==> src/rtl/vx_dispatch_arb.sv <==
// ---------------------------------------------------------------------------
// vx_dispatch_arb
// Round-robin, credit-gated arbiter that shares one execute port between
// NUM_REQS dispatch requesters. A multi-packet instruction (sop..eop) keeps
// the grant until its eop packet fires. A stalled grant is held until it
// fires. Each requester has MAX_CREDITS instructions in flight at most;
// credits are returned by the unit's commit path.
//
// Ports:
//   clk        in   clock, all state updates on rising edge
//   reset      in   synchronous active-high reset
//   req_valid  in   [NUM_REQS]          per-requester valid
//   req_data   in   [NUM_REQS][DATAW]   per-requester payload
//   req_eop    in   [NUM_REQS]          last packet of an instruction
//   req_ready  out  [NUM_REQS]          per-requester ready (one-hot or zero)
//   out_valid  out  1                   valid to execute port
//   out_data   out  [DATAW]             payload of granted requester
//   out_idx    out  [IDX_W]             index of granted requester
//   out_ready  in   1                   execute port ready
//   ret_valid  in   1                   credit return pulse
//   ret_idx    in   [IDX_W]             requester receiving the credit
//   busy       out  1                   some credit counter below MAX_CREDITS
// ---------------------------------------------------------------------------

// Flags a credit return that hits an already-full counter.
module vx_dispatch_arb_chk (
  input logic i_clk,
  input logic i_ret_sat
);

  // Overflowing return is a protocol error on the commit path.
  always @(posedge i_clk) begin
    assert (!i_ret_sat);
  end

endmodule

module vx_dispatch_arb #(
  parameter int NUM_REQS    = 4,
  parameter int DATAW       = 64,
  parameter int MAX_CREDITS = 4,
  localparam int IDX_W      = (NUM_REQS > 1) ? $clog2(NUM_REQS) : 1,
  localparam int CNT_W      = $clog2(MAX_CREDITS + 1)
) (
  input  logic                           clk,
  input  logic                           reset,
  input  logic [NUM_REQS-1:0]            req_valid,
  input  logic [NUM_REQS-1:0][DATAW-1:0] req_data,
  input  logic [NUM_REQS-1:0]            req_eop,
  output logic [NUM_REQS-1:0]            req_ready,
  output logic                           out_valid,
  output logic [DATAW-1:0]               out_data,
  output logic [IDX_W-1:0]               out_idx,
  input  logic                           out_ready,
  input  logic                           ret_valid,
  input  logic [IDX_W-1:0]               ret_idx,
  output logic                           busy
);

  localparam logic [CNT_W-1:0] CRED_MAX  = CNT_W'(MAX_CREDITS);
  localparam logic [IDX_W-1:0] LAST_INIT = IDX_W'(NUM_REQS - 1);

  logic [NUM_REQS-1:0][CNT_W-1:0] r_credits;
  logic [IDX_W-1:0]               r_last_grant;
  logic                           r_locked;
  logic [IDX_W-1:0]               r_lock_idx;
  logic                           r_held;
  logic [IDX_W-1:0]               r_held_idx;

  logic [NUM_REQS-1:0] w_elig;
  logic [IDX_W-1:0]    w_sel_idx;
  logic                w_out_valid;
  logic                w_fire;
  logic [NUM_REQS-1:0] w_ready;
  logic [NUM_REQS-1:0] w_dec;
  logic [NUM_REQS-1:0] w_inc;
  logic                w_busy;
  logic                w_ret_sat;

  // First eligible index scanning upward from last+1, wrapping at NUM_REQS.
  function automatic logic [IDX_W-1:0] rr_pick(input logic [NUM_REQS-1:0] elig,
                                               input logic [IDX_W-1:0]    last);
    logic [IDX_W-1:0] pick;
    logic             found;
    int               c;
    pick  = '0;
    found = 1'b0;
    for (int k = 0; k < NUM_REQS; k++) begin
      c = int'(last) + 1 + k;
      if (c >= NUM_REQS) c = c - NUM_REQS;
      if (!found && elig[c]) begin
        found = 1'b1;
        pick  = IDX_W'(c);
      end
    end
    return pick;
  endfunction

  // Eligibility: a hold pins the stalled requester, a lock pins the
  // in-progress instruction (no credit check), otherwise valid && credit.
  always_comb begin
    w_elig = '0;
    if (r_held) begin
      w_elig[r_held_idx] = req_valid[r_held_idx];
    end else if (r_locked) begin
      w_elig[r_lock_idx] = req_valid[r_lock_idx];
    end else begin
      for (int i = 0; i < NUM_REQS; i++) begin
        w_elig[i] = req_valid[i] && (r_credits[i] != '0);
      end
    end
  end

  assign w_sel_idx   = rr_pick(w_elig, r_last_grant);
  // Nothing is offered while reset is asserted.
  assign w_out_valid = (|w_elig) && !reset;
  assign w_fire      = w_out_valid && out_ready;

  // Ready goes back only to the selected requester.
  always_comb begin
    w_ready = '0;
    if (w_out_valid) begin
      w_ready[w_sel_idx] = out_ready;
    end else begin
      w_ready = '0;
    end
  end

  // Per-requester credit consume (first packet only) and return strobes.
  always_comb begin
    w_dec     = '0;
    w_inc     = '0;
    w_busy    = 1'b0;
    w_ret_sat = 1'b0;
    for (int i = 0; i < NUM_REQS; i++) begin
      w_dec[i]  = w_fire && !r_locked && (w_sel_idx == IDX_W'(i));
      w_inc[i]  = ret_valid && (ret_idx == IDX_W'(i));
      w_busy    = w_busy | (r_credits[i] != CRED_MAX);
      w_ret_sat = w_ret_sat | (w_inc[i] & ~w_dec[i] & (r_credits[i] == CRED_MAX));
    end
    w_ret_sat = w_ret_sat & ~reset;
  end

  // Credit counters: consume and return in the same cycle cancel out;
  // returns to a full counter saturate.
  always_ff @(posedge clk) begin
    if (reset) begin
      for (int i = 0; i < NUM_REQS; i++) begin
        r_credits[i] <= CRED_MAX;
      end
    end else begin
      for (int i = 0; i < NUM_REQS; i++) begin
        if (w_dec[i] && !w_inc[i]) begin
          r_credits[i] <= r_credits[i] - CNT_W'(1);
        end else if (w_inc[i] && !w_dec[i] && (r_credits[i] != CRED_MAX)) begin
          r_credits[i] <= r_credits[i] + CNT_W'(1);
        end else begin
          r_credits[i] <= r_credits[i];
        end
      end
    end
  end

  // Round-robin pointer, multi-packet lock and stall hold.
  always_ff @(posedge clk) begin
    if (reset) begin
      r_last_grant <= LAST_INIT;
      r_locked     <= 1'b0;
      r_lock_idx   <= '0;
      r_held       <= 1'b0;
      r_held_idx   <= '0;
    end else begin
      if (w_fire) begin
        r_held <= 1'b0;
        if (req_eop[w_sel_idx]) begin
          r_locked     <= 1'b0;
          // With a single requester there is nothing to rotate.
          r_last_grant <= (NUM_REQS > 1) ? w_sel_idx : IDX_W'(0);
        end else begin
          r_locked   <= 1'b1;
          r_lock_idx <= w_sel_idx;
        end
      end else if (w_out_valid) begin
        r_held     <= 1'b1;
        r_held_idx <= w_sel_idx;
      end else begin
        r_held <= r_held;
      end
    end
  end

  assign req_ready = w_ready;
  assign out_valid = w_out_valid;
  assign out_idx   = w_sel_idx;
  assign out_data  = req_data[w_sel_idx];
  assign busy      = w_busy;

  vx_dispatch_arb_chk u_chk (
    .i_clk     (clk),
    .i_ret_sat (w_ret_sat)
  );

endmodule

==> config.mk <==
export PLATFORM = sky130hd
export DESIGN_NAME = vx_dispatch_arb
export DESIGN_NICKNAME = d
export VERILOG_FILES = /design/src/rtl/vx_dispatch_arb.sv
export SDC_FILE = /design/constraint.sdc
export NUM_CORES = 1
export LEC_CHECK = 0
export CORE_AREA = 4 4 132 134
export DETAILED_ROUTE_END_ITERATION = 16
export DIE_AREA = 0 0 136 138
export PLACE_DENSITY_LB_ADDON = 0.3
export SLEW_MARGIN = 20
export SYNTH_ARGS = -nofsm -noshare
export SYNTH_HDL_FRONTEND = slang
export SYNTH_SLANG_ARGS = --single-unit
export TNS_END_PERCENT = 20
==> constraint.sdc <==
create_clock -name clk -period 9.95 [get_ports clk]
set_input_delay 1.99 -clock clk [delete_from_list [all_inputs] [get_ports clk]]
set_output_delay 1.99 -clock clk [all_outputs]
set_load 0.005 [all_outputs]
* Yosys cells after proc, flatten, opt, wreduce, memory -nomap -nowiden
Index checks and enable logic that the tools add are counted.
** Word-level totals
- Register bits :: 20
- Latch bits :: 0
- RAM bits :: 0
- Memory bits (read-only) :: 0
- Bits of input ports :: 270
- Output and inout port bits :: 72
- Logic and storage cells :: 167
- Memories :: 0
** Operators by class
- Add/sub/neg operators :: 16
- Multiply operators :: 0
- Divide/modulo/power cells :: 0
- $lt $le $gt $ge :: 14
- Equality and inequality tests :: 10
- Shifts and indexed selects :: 0
- Mux-type cells :: 49
- Bitwise operators :: 8
- Reduce and logical (&&, ||, !) cells :: 61
** Operators with widths (count)
- $bmux W64 S2 :: 1
- $lt A32 B4 Y1 const B :: 4
- $mux W32 :: 4
- $ge A32 B4 Y1 const B :: 3
- $sub A32 B4 Y32 const B :: 3
- $mux W64 :: 1
- $logic_and A1 B1 Y1 :: 33
- $add A32 B2 Y32 const B :: 1
- $add A32 B3 Y32 const B :: 1
- $mux W3 :: 8
- $mux W1 :: 18
- $bmux W1 S2 :: 7
- $logic_not A1 Y1 :: 13
- $add A3 B1 Y3 const B :: 4
- $and A4 B4 Y4 :: 3
- $mux W4 :: 3
- $ne A3 B3 Y1 const B :: 4
- $reduce_bool A3 Y1 :: 4
- $sub A3 B1 Y3 const B :: 4
- $lt A2 B3 Y1 const B :: 3
- $eq A2 B2 Y1 const B :: 4
- $mux W2 :: 4
- $reduce_bool A2 Y1 :: 4
- $demux W1 S2 :: 3
- 12 further kinds :: 21

* Logic depth before layout (Yosys ltp)
Gate-level depths: netlist of run 1.
- Depth in word-level cells :: 27
- Gate-level depth with buffers :: 12
- Depth with buffers taken out :: 11

* Least setup slack after synthesis of run 1
Ideal clock, no wire load.
- Kind :: input to output
- From :: in req_valid[0]
- To :: out out_data[0]
- Arrival :: 3.566 ns
- Data required time :: 7.960 ns
- Setup slack :: 4.394 ns
- Cell stages on the path :: 8
- Buffers on the path :: 2
- Cell sequence :: o41a_1 -> a211oi_2 -> a221o_1 -> nor2_2 -> buf_2 -> buf_4 -> mux2i_1 -> mux2i_1
** On the way
- Word-level cells in the longest chain between the ends :: 20
- Elaborated cells between the ends (all ways) :: 36
- Those cells by class :: mux (27); bitwise (2); reduce/logical (7)
** Ends and longest elaborated chain
- start, declared :: line 47 : input logic [NUM_REQS-1:0] req_valid,
- $bmux W1 S2 :: line 106 : w_elig[r_lock_idx] = req_valid[r_lock_idx];
- $mux W1 (not written as such) :: line 106
- $and A4 B4 Y4 (no line)
- $mux W4 :: line 105 : end else if (r_locked) begin
- $mux W4 (*) :: line 103 : if (r_held) begin
- $bmux W1 S2 :: line 91 : if (!found && elig[c]) begin
- $mux W1 (not written as such) (2 in series) :: line 91
- $mux W1 :: line 91
- (+3 left out)
- $logic_not A1 Y1 :: line 91
- $logic_and A1 B1 Y1 :: line 91
- $mux W1 :: line 91
- $logic_not A1 Y1 :: line 91
- $logic_and A1 B1 Y1 :: line 91
- $mux W2 (*) :: line 91
- $bmux W64 S2 (*) :: line 195 : assign out_data = req_data[w_sel_idx];
- $mux W64 (not written as such) (*) :: line 195
- end, declared :: line 52 : output logic [DATAW-1:0] out_data,
Mark *: on every way between the ends. The rest lies on a longest branch, timed or not. The select of a mux whose other input is x is not followed.

* Worst setup path after layout of run 1
- From :: in req_valid[3]
- To :: out out_data[8]
The elaborated chain is that of the path after synthesis.

==> results of run 1 <==
-- layer usage --
layer  track usage [%]  routed length, um  vias to the layer above  share of wire [%]
li1                  -                  -                     2376                  -
met1              24.3               7760                     2141                 40
met2              35.4              10000                      192                 51
met3              5.05               1430                       25                7.3
met4              3.61                300                        0                1.5
met5                 0                  0                        -                  0
-- critical path, cell delays in order --
cell             delay, ns
clkdlybuf4s50_1       0.52
o41ai_4               0.14
o22ai_1               0.39
o21ai_4               0.18
inv_4                 0.56
buf_4                 0.54
mux2i_1               0.31
clkdlybuf4s50_1       0.54
-- cells in the mapped netlist (all sizes together) (4+ instances only) --
master,count,area share (%)
a211oi,6,1.3
dfxtp,20,10
inv,14,1.4
nor2b,4,0.64
o311ai,4,0.90
o41ai,4,1.9
nor3,12,1.5
and3,6,0.96
buf,20,3.0
or2,5,0.80
nand3,7,0.90
a21oi,4,0.51
mux2i,196,50
fa,4,2.1
mux2,4,1.2
nand2,21,2.0
o32ai,5,1.1
a22oi,4,0.77
o21ai,10,1.6
clkbuf,10,0.96
nor2,33,3.2
nand2b,6,0.96
-- worst max path at each step --
stage | cells past startpoint | slack [ns] | endpoint | from
after global routing | 8 | 2.58 | out_data[8] | req_valid[3]
after floorplan | 8 | 4.39 | out_data[0] | req_valid[0]
after detailed placement | 8 | 2.76 | out_data[8] | req_valid[3]
after CTS | 8 | 2.73 | out_data[8] | req_valid[3]
after global placement | 8 | 2.83 | out_data[52] | req_valid[3]
final | 8 | 2.75 | out_data[8] | req_valid[3]
-- power groups by stage --
stage / clock network [mW] / logic, mW / registers, mW
6_report: 0.0850 / 0.988 / 0.107
5_1_grt: 0.0899 / 1.06 / 0.109
4_1_cts: 0.0874 / 0.997 / 0.106
3_5_place_dp: 0 / 0.988 / 0.108
3_3_place_gp: 0 / 0.995 / 0.108
2_1_floorplan: 0 / 0.547 / 0.101
-- registers in the layout, indices dropped and copies added (netlist names) --
| register | flops |
|---|---|
| r_credits | 12 |
| r_held_idx | 2 |
| r_lock_idx | 2 |
| r_held | 1 |
| r_locked | 1 |
| r_last_grant | 2 |
-- layout make-up --
| type | instances | share of cell area (%) |
|---|---|---|
| clock buffer | 3 | 0.990 |
| tap | 220 | 3.63 |
| antenna | 2 | 0.0660 |
| timing repair buffer | 347 | 45.8 |
| sequential | 20 | 5.28 |
| inverter | 14 | 0.726 |
| multi-input combinational | 389 | 43.5 |
-- per-stage QoR --
step	hold slack (ns)	worst slack (ns)	cell area [um^2]	total power, mW	util (%)
3_5_place_dp	0.533	2.76	7500	1.10	46.0
4_1_cts	0.541	2.73	7570	1.19	46.5
3_3_place_gp	0.527	2.83	7500	1.10	46.0
2_1_floorplan	0.481	4.39	3900	0.648	-
5_1_grt	0.596	2.58	7580	1.26	46.5
6_report	0.539	2.75	7580	1.18	46.5
-- logic make-up after synthesis --
kind of cell    count (synthesis)
mux                           200
compound gates                 72
buf+inv                        44
fa+ha+maj                       4
xor+xnor                        2
flops                          20
simple gates                  111
==> metrics.yaml, run 1 <==
power_and_ir_drop:
  comb_power_share_pct: 83.7
  p_per_area_nw_per_um2: 156
  intPower_mw: 0.708
  power_switching_mw: 0.472
  clkPwrFrac_pct: 7.2
  ir_worst_vdd_uv: 137
  seq_power_share_pct: 9.1
  swShare_pct: 40.0
  p_leak_nw: 3.20
floorplanning:
  core_um2: 16300
  rows: 47
  io_pins: 342
  die_area_um2: 18800
  initial_core_util_pct: 24.0
  die_w_um: 136
  die_h_um: 138
layout:
  seqCellArea_um2: 400
  layout_common_cells: "clkdlybuf4s50_1, mux2i_1, nor2_1, nand2_1, dfxtp_1"
  layout_commonest_cell: "clkdlybuf4s50_1"
  n_fill_cell: 1598
  multi_input_area_um2: 3300
  layout.cells.non_filler: 995
  drive_gt1_share_pct: 3.88
  layout.nets: 1049
  synthToLayoutAreaGrowth_pct: 94.2
setup_path:
  reg2reg_to: "r_credits[10]"
  arrival_ns: 5.21
  r2r-start: "r_held"
  end_kind: "output pin"
  r2r_setup_slack_ns: 6.14
  critPathKind: "in2out"
  crit_path_max_fanout: 42
  crit_required_ns: 7.96
  reg2reg_depth: 10
  setup.worst_path.start_class: "input port"
synth:
  ys_seq_area_share_pct: 10.3
  netlist_area_um2: 3900
  synth_top_family_by_area: "multiplexers"
  ys_types: 64
  synth_edf_count: 0
  ys_ff_latch: 20
  synthCells: 453
  syn_nets: 727
  synth_adder_area_share_pct: 2.05
  synth-compound-area-share_pct: 16.0
  synth.avg_cell_area_um2: 8.62
  async_reset_ff_share_pct: 0
  synth_mux_area_share_pct: 51.4
  ys.warnings.count: 0
  synthXorXnorAreaFrac_pct: 0.449
  yosys.area_share.simple_pct: 14.5
  synth_flop_cell: "dfxtp_1"
timing:
  final-max-slew-violation-count: 0
  worst_pin_slew_ns: 0.819
  fin_crit_sh_pct: 72.3
  fin_setup_tns_ns: 0
  hold_violations: 0
  fin_skew_ns: 0.00352
  relSlewSlack_pct: 45.2
  min_period_ns: 7.20
  setup_viol: 0
  rsz0062_at_grt: "false"
  clock.fmax_mhz: 139
global_route:
  antenna_found_initial: 2
  grt_pass1_wl_um: 29100
  grt_max_degree: 63
  grt_pass1_vias: 4939
  grt_use_total_pct: 19.9
  grt.overflow.total: 0
worst_hold_path:
  hold_path.class: "reg2reg"
  hold_start: "r_held_idx[0]"
  hold_end: "r_held_idx[0]"
  hold_depth: 2
clocking:
  htreeDepth: 1
  root_buffer: "clkbuf_16"
  clock-sinks: 20
  cts_setup_buffers: 0
  cts_tree: "built"
  cts_hold_buffers: 0
  numCtsBuffers: 3
  clock_path_buffers: 2
  clock_latency_ns: 0.25
  path_clk_slew_ns: 0.06
  ctsResizeCount: 0
routing:
  ant_nets: 0
  drc: 0
  firstDrtPassIters: 4
  vias_per_cell: 4.76
  drtIter0Drc: 228
  wl_per_cell_um: 19.6
  vias: 4734
  wirelength_um: 19500
placed_design:
  dp_hpwl_um: 16700
  place.port_buffers: 341
  dp.cells: 990
  place.gp.congestion: 0.993
run_status:
  outcome: "complete, no violations"
flow_run:
  drv_cap: 0
No activity file was read; power rests on OpenSTA's default activity.
==> run 2, diff against run 1 <==
--- a/config.mk
+++ b/config.mk
@@ -5,9 +5,9 @@
 export SDC_FILE = /design/constraint.sdc
 export NUM_CORES = 1
 export LEC_CHECK = 0
-export CORE_AREA = 4 4 132 134
+export CORE_AREA = 4 4 130 132
 export DETAILED_ROUTE_END_ITERATION = 16
-export DIE_AREA = 0 0 136 138
+export DIE_AREA = 0 0 134 136
 export PLACE_DENSITY_LB_ADDON = 0.3
 export SLEW_MARGIN = 20
 export SYNTH_ARGS = -nofsm -noshare
==> constraint.sdc (replaced) <==
create_clock -name clk -period 6.1 [get_ports clk]
set_input_delay 1.22 -clock clk [delete_from_list [all_inputs] [get_ports clk]]
set_output_delay 1.22 -clock clk [all_outputs]
set_load 0.005 [all_outputs]
==> metrics.yaml, run 2 (synthesis gave the netlist of run 1 again) <==
layout:
  n_fill_cell: 1494
  top_register: "r_credits"
  final_util_pct: 48.8
  final_cell_area_um2: 7670
  layout_common_cells: "clkdlybuf4s50_1, mux2i_1, nor2_1, nand2_1, dfxtp_1"
  drive_gt1_share_pct: 4.87
  layout.nets: 1056
  seqCellArea_um2: 400
  largest_register_ffs: 12
  synthToLayoutAreaGrowth_pct: 96.6
  multi_input_area_um2: 3300
  layout_commonest_cell: "clkdlybuf4s50_1"
clocking:
  htreeDepth: 1
  root_buffer: "clkbuf_16"
  cts_hold_buffers: 0
  numCtsBuffers: 3
  cts_setup_buffers: 0
  cts_tree: "built"
  clock_path_buffers: 2
  ctsResizeCount: 0
  clock_latency_ns: 0.26
  clock-sinks: 20
  path_clk_slew_ns: 0.06
routing:
  vias_per_cell: 4.98
  wirelength_um: 21900
  drtIter0Drc: 301
  ant_nets: 0
  wl_per_cell_um: 21.9
  vias: 4987
  drc: 0
  firstDrtPassIters: 5
power_and_ir_drop:
  clkPwrFrac_pct: 7.6
  ir_worst_vdd_uv: 127
  p_per_area_nw_per_um2: 261
  swShare_pct: 39.9
  intPower_mw: 1.20
  seq_power_share_pct: 8.7
  p_leak_nw: 3.25
  comb_power_share_pct: 83.7
  power_switching_mw: 0.799
floorplanning:
  die_w_um: 134
  die_area_um2: 18200
  die_h_um: 136
  io_pins: 342
  initial_core_util_pct: 24.8
  core_um2: 15700
  rows: 46
global_route:
  grt_max_degree: 55
  antenna_found_initial: 9
  grt_pass1_wl_um: 31300
  grt_use_total_pct: 22.3
  grt.overflow.total: 0
  grt_pass1_vias: 5346
timing:
  fin_skew_ns: 0.00568
  relSlewSlack_pct: 35.2
  final-max-slew-violation-count: 0
  fin_setup_tns_ns: 0
  fin_crit_sh_pct: 88.6
  worst_pin_slew_ns: 0.968
  min_period_ns: 5.41
  rsz0062_at_grt: "false"
  setup_viol: 0
  hold_violations: 0
  clock.fmax_mhz: 185
flow_run:
  drv_cap: 0
run_status:
  outcome: "complete, no violations"
placed_design:
  place.gp.congestion: 0.927
  place.port_buffers: 341
  placed_area_um2: 7570
  dp_hpwl_um: 18900
setup_path:
  arrival_ns: 4.19
  critPathKind: "in2out"
  crit_path_max_fanout: 50
  crit_buf_inv: 4
  slowest_delay_ns: 0.50
  end_kind: "output pin"
  setup.worst_path.start_class: "input port"
  path_cells: "clkdlybuf4s50_1 > o41a_1 > a211oi_2 > a221o_1 > nor2_4 > buf_12 > buf_12 > mux2i_1 > mux2i_1 > clkdlybuf4s50_1"
  critical-path-slowest-cell: "clkdlybuf4s50_1"
  crit_family: "buffers and inverters"
  crit_required_ns: 4.88
worst_hold_path:
  hold_path.class: "reg2reg"
==> run 2: worst paths after layout <==
check | start | endpoint | slack, ns | depth (start not counted)
max | req_valid[0] | out_data[35] | 0.69 | 10
min | r_locked | r_locked | 0.55 | 2
max reg2reg | r_held | r_credits[10] | 1.86 | 9
min reg2reg | r_locked | r_locked | 0.55 | 2
==> run 2: routing by layer <==
metal,vias up,track usage (%),part of all wire [%]
li1,2398,-,-
met1,2345,24.4,37
met2,202,41.8,53
met3,34,7.11,7.7
met4,8,5.03,2.4
met5,-,0,0.20
==> run 2: power groups by stage <==
stage / clock network (mW) / registers [mW] / logic, mW
after floorplan: 0 / 0.165 / 0.893
after global placement: 0 / 0.174 / 1.66
after detailed placement: 0 / 0.176 / 1.67
after CTS: 0.154 / 0.173 / 1.69
after global routing: 0.159 / 0.177 / 1.79
final: 0.152 / 0.174 / 1.67
==> run 2: layout make-up <==
| cell class | instances | area share (%) |
|---|---|---|
| Timing Repair Buffer | 354 | 46.2 |
| Multi-Input combinational cell | 389 | 43.0 |
| Sequential cell | 20 | 5.22 |
| Tap cell | 216 | 3.52 |
| Clock buffer | 4 | 1.16 |
| Inverter | 14 | 0.717 |
| Antenna cell | 5 | 0.163 |
==> run 2: through the flow <==
stage	total power, mW	std cells	setup slack [ns]	hold slack [ns]
final	2.00	1002	0.692	0.549
after global routing	2.13	1002	0.504	0.593
after CTS	2.01	997	0.710	0.560
after detailed placement	1.85	993	0.741	0.554
after global placement	1.83	993	0.775	0.522
after floorplan	1.06	453	2.08	0.481
==> run 2: worst register-to-register path: cells and delay by family (launching register included) <==
family / cells / cell delay, ns
AND/OR/NAND/NOR: 3 / 1.11
AO/OA/AOI/OAI: 5 / 2.01
flip-flops: 1 / 0.53
adder cells (fa/ha/maj): 1 / 0.49
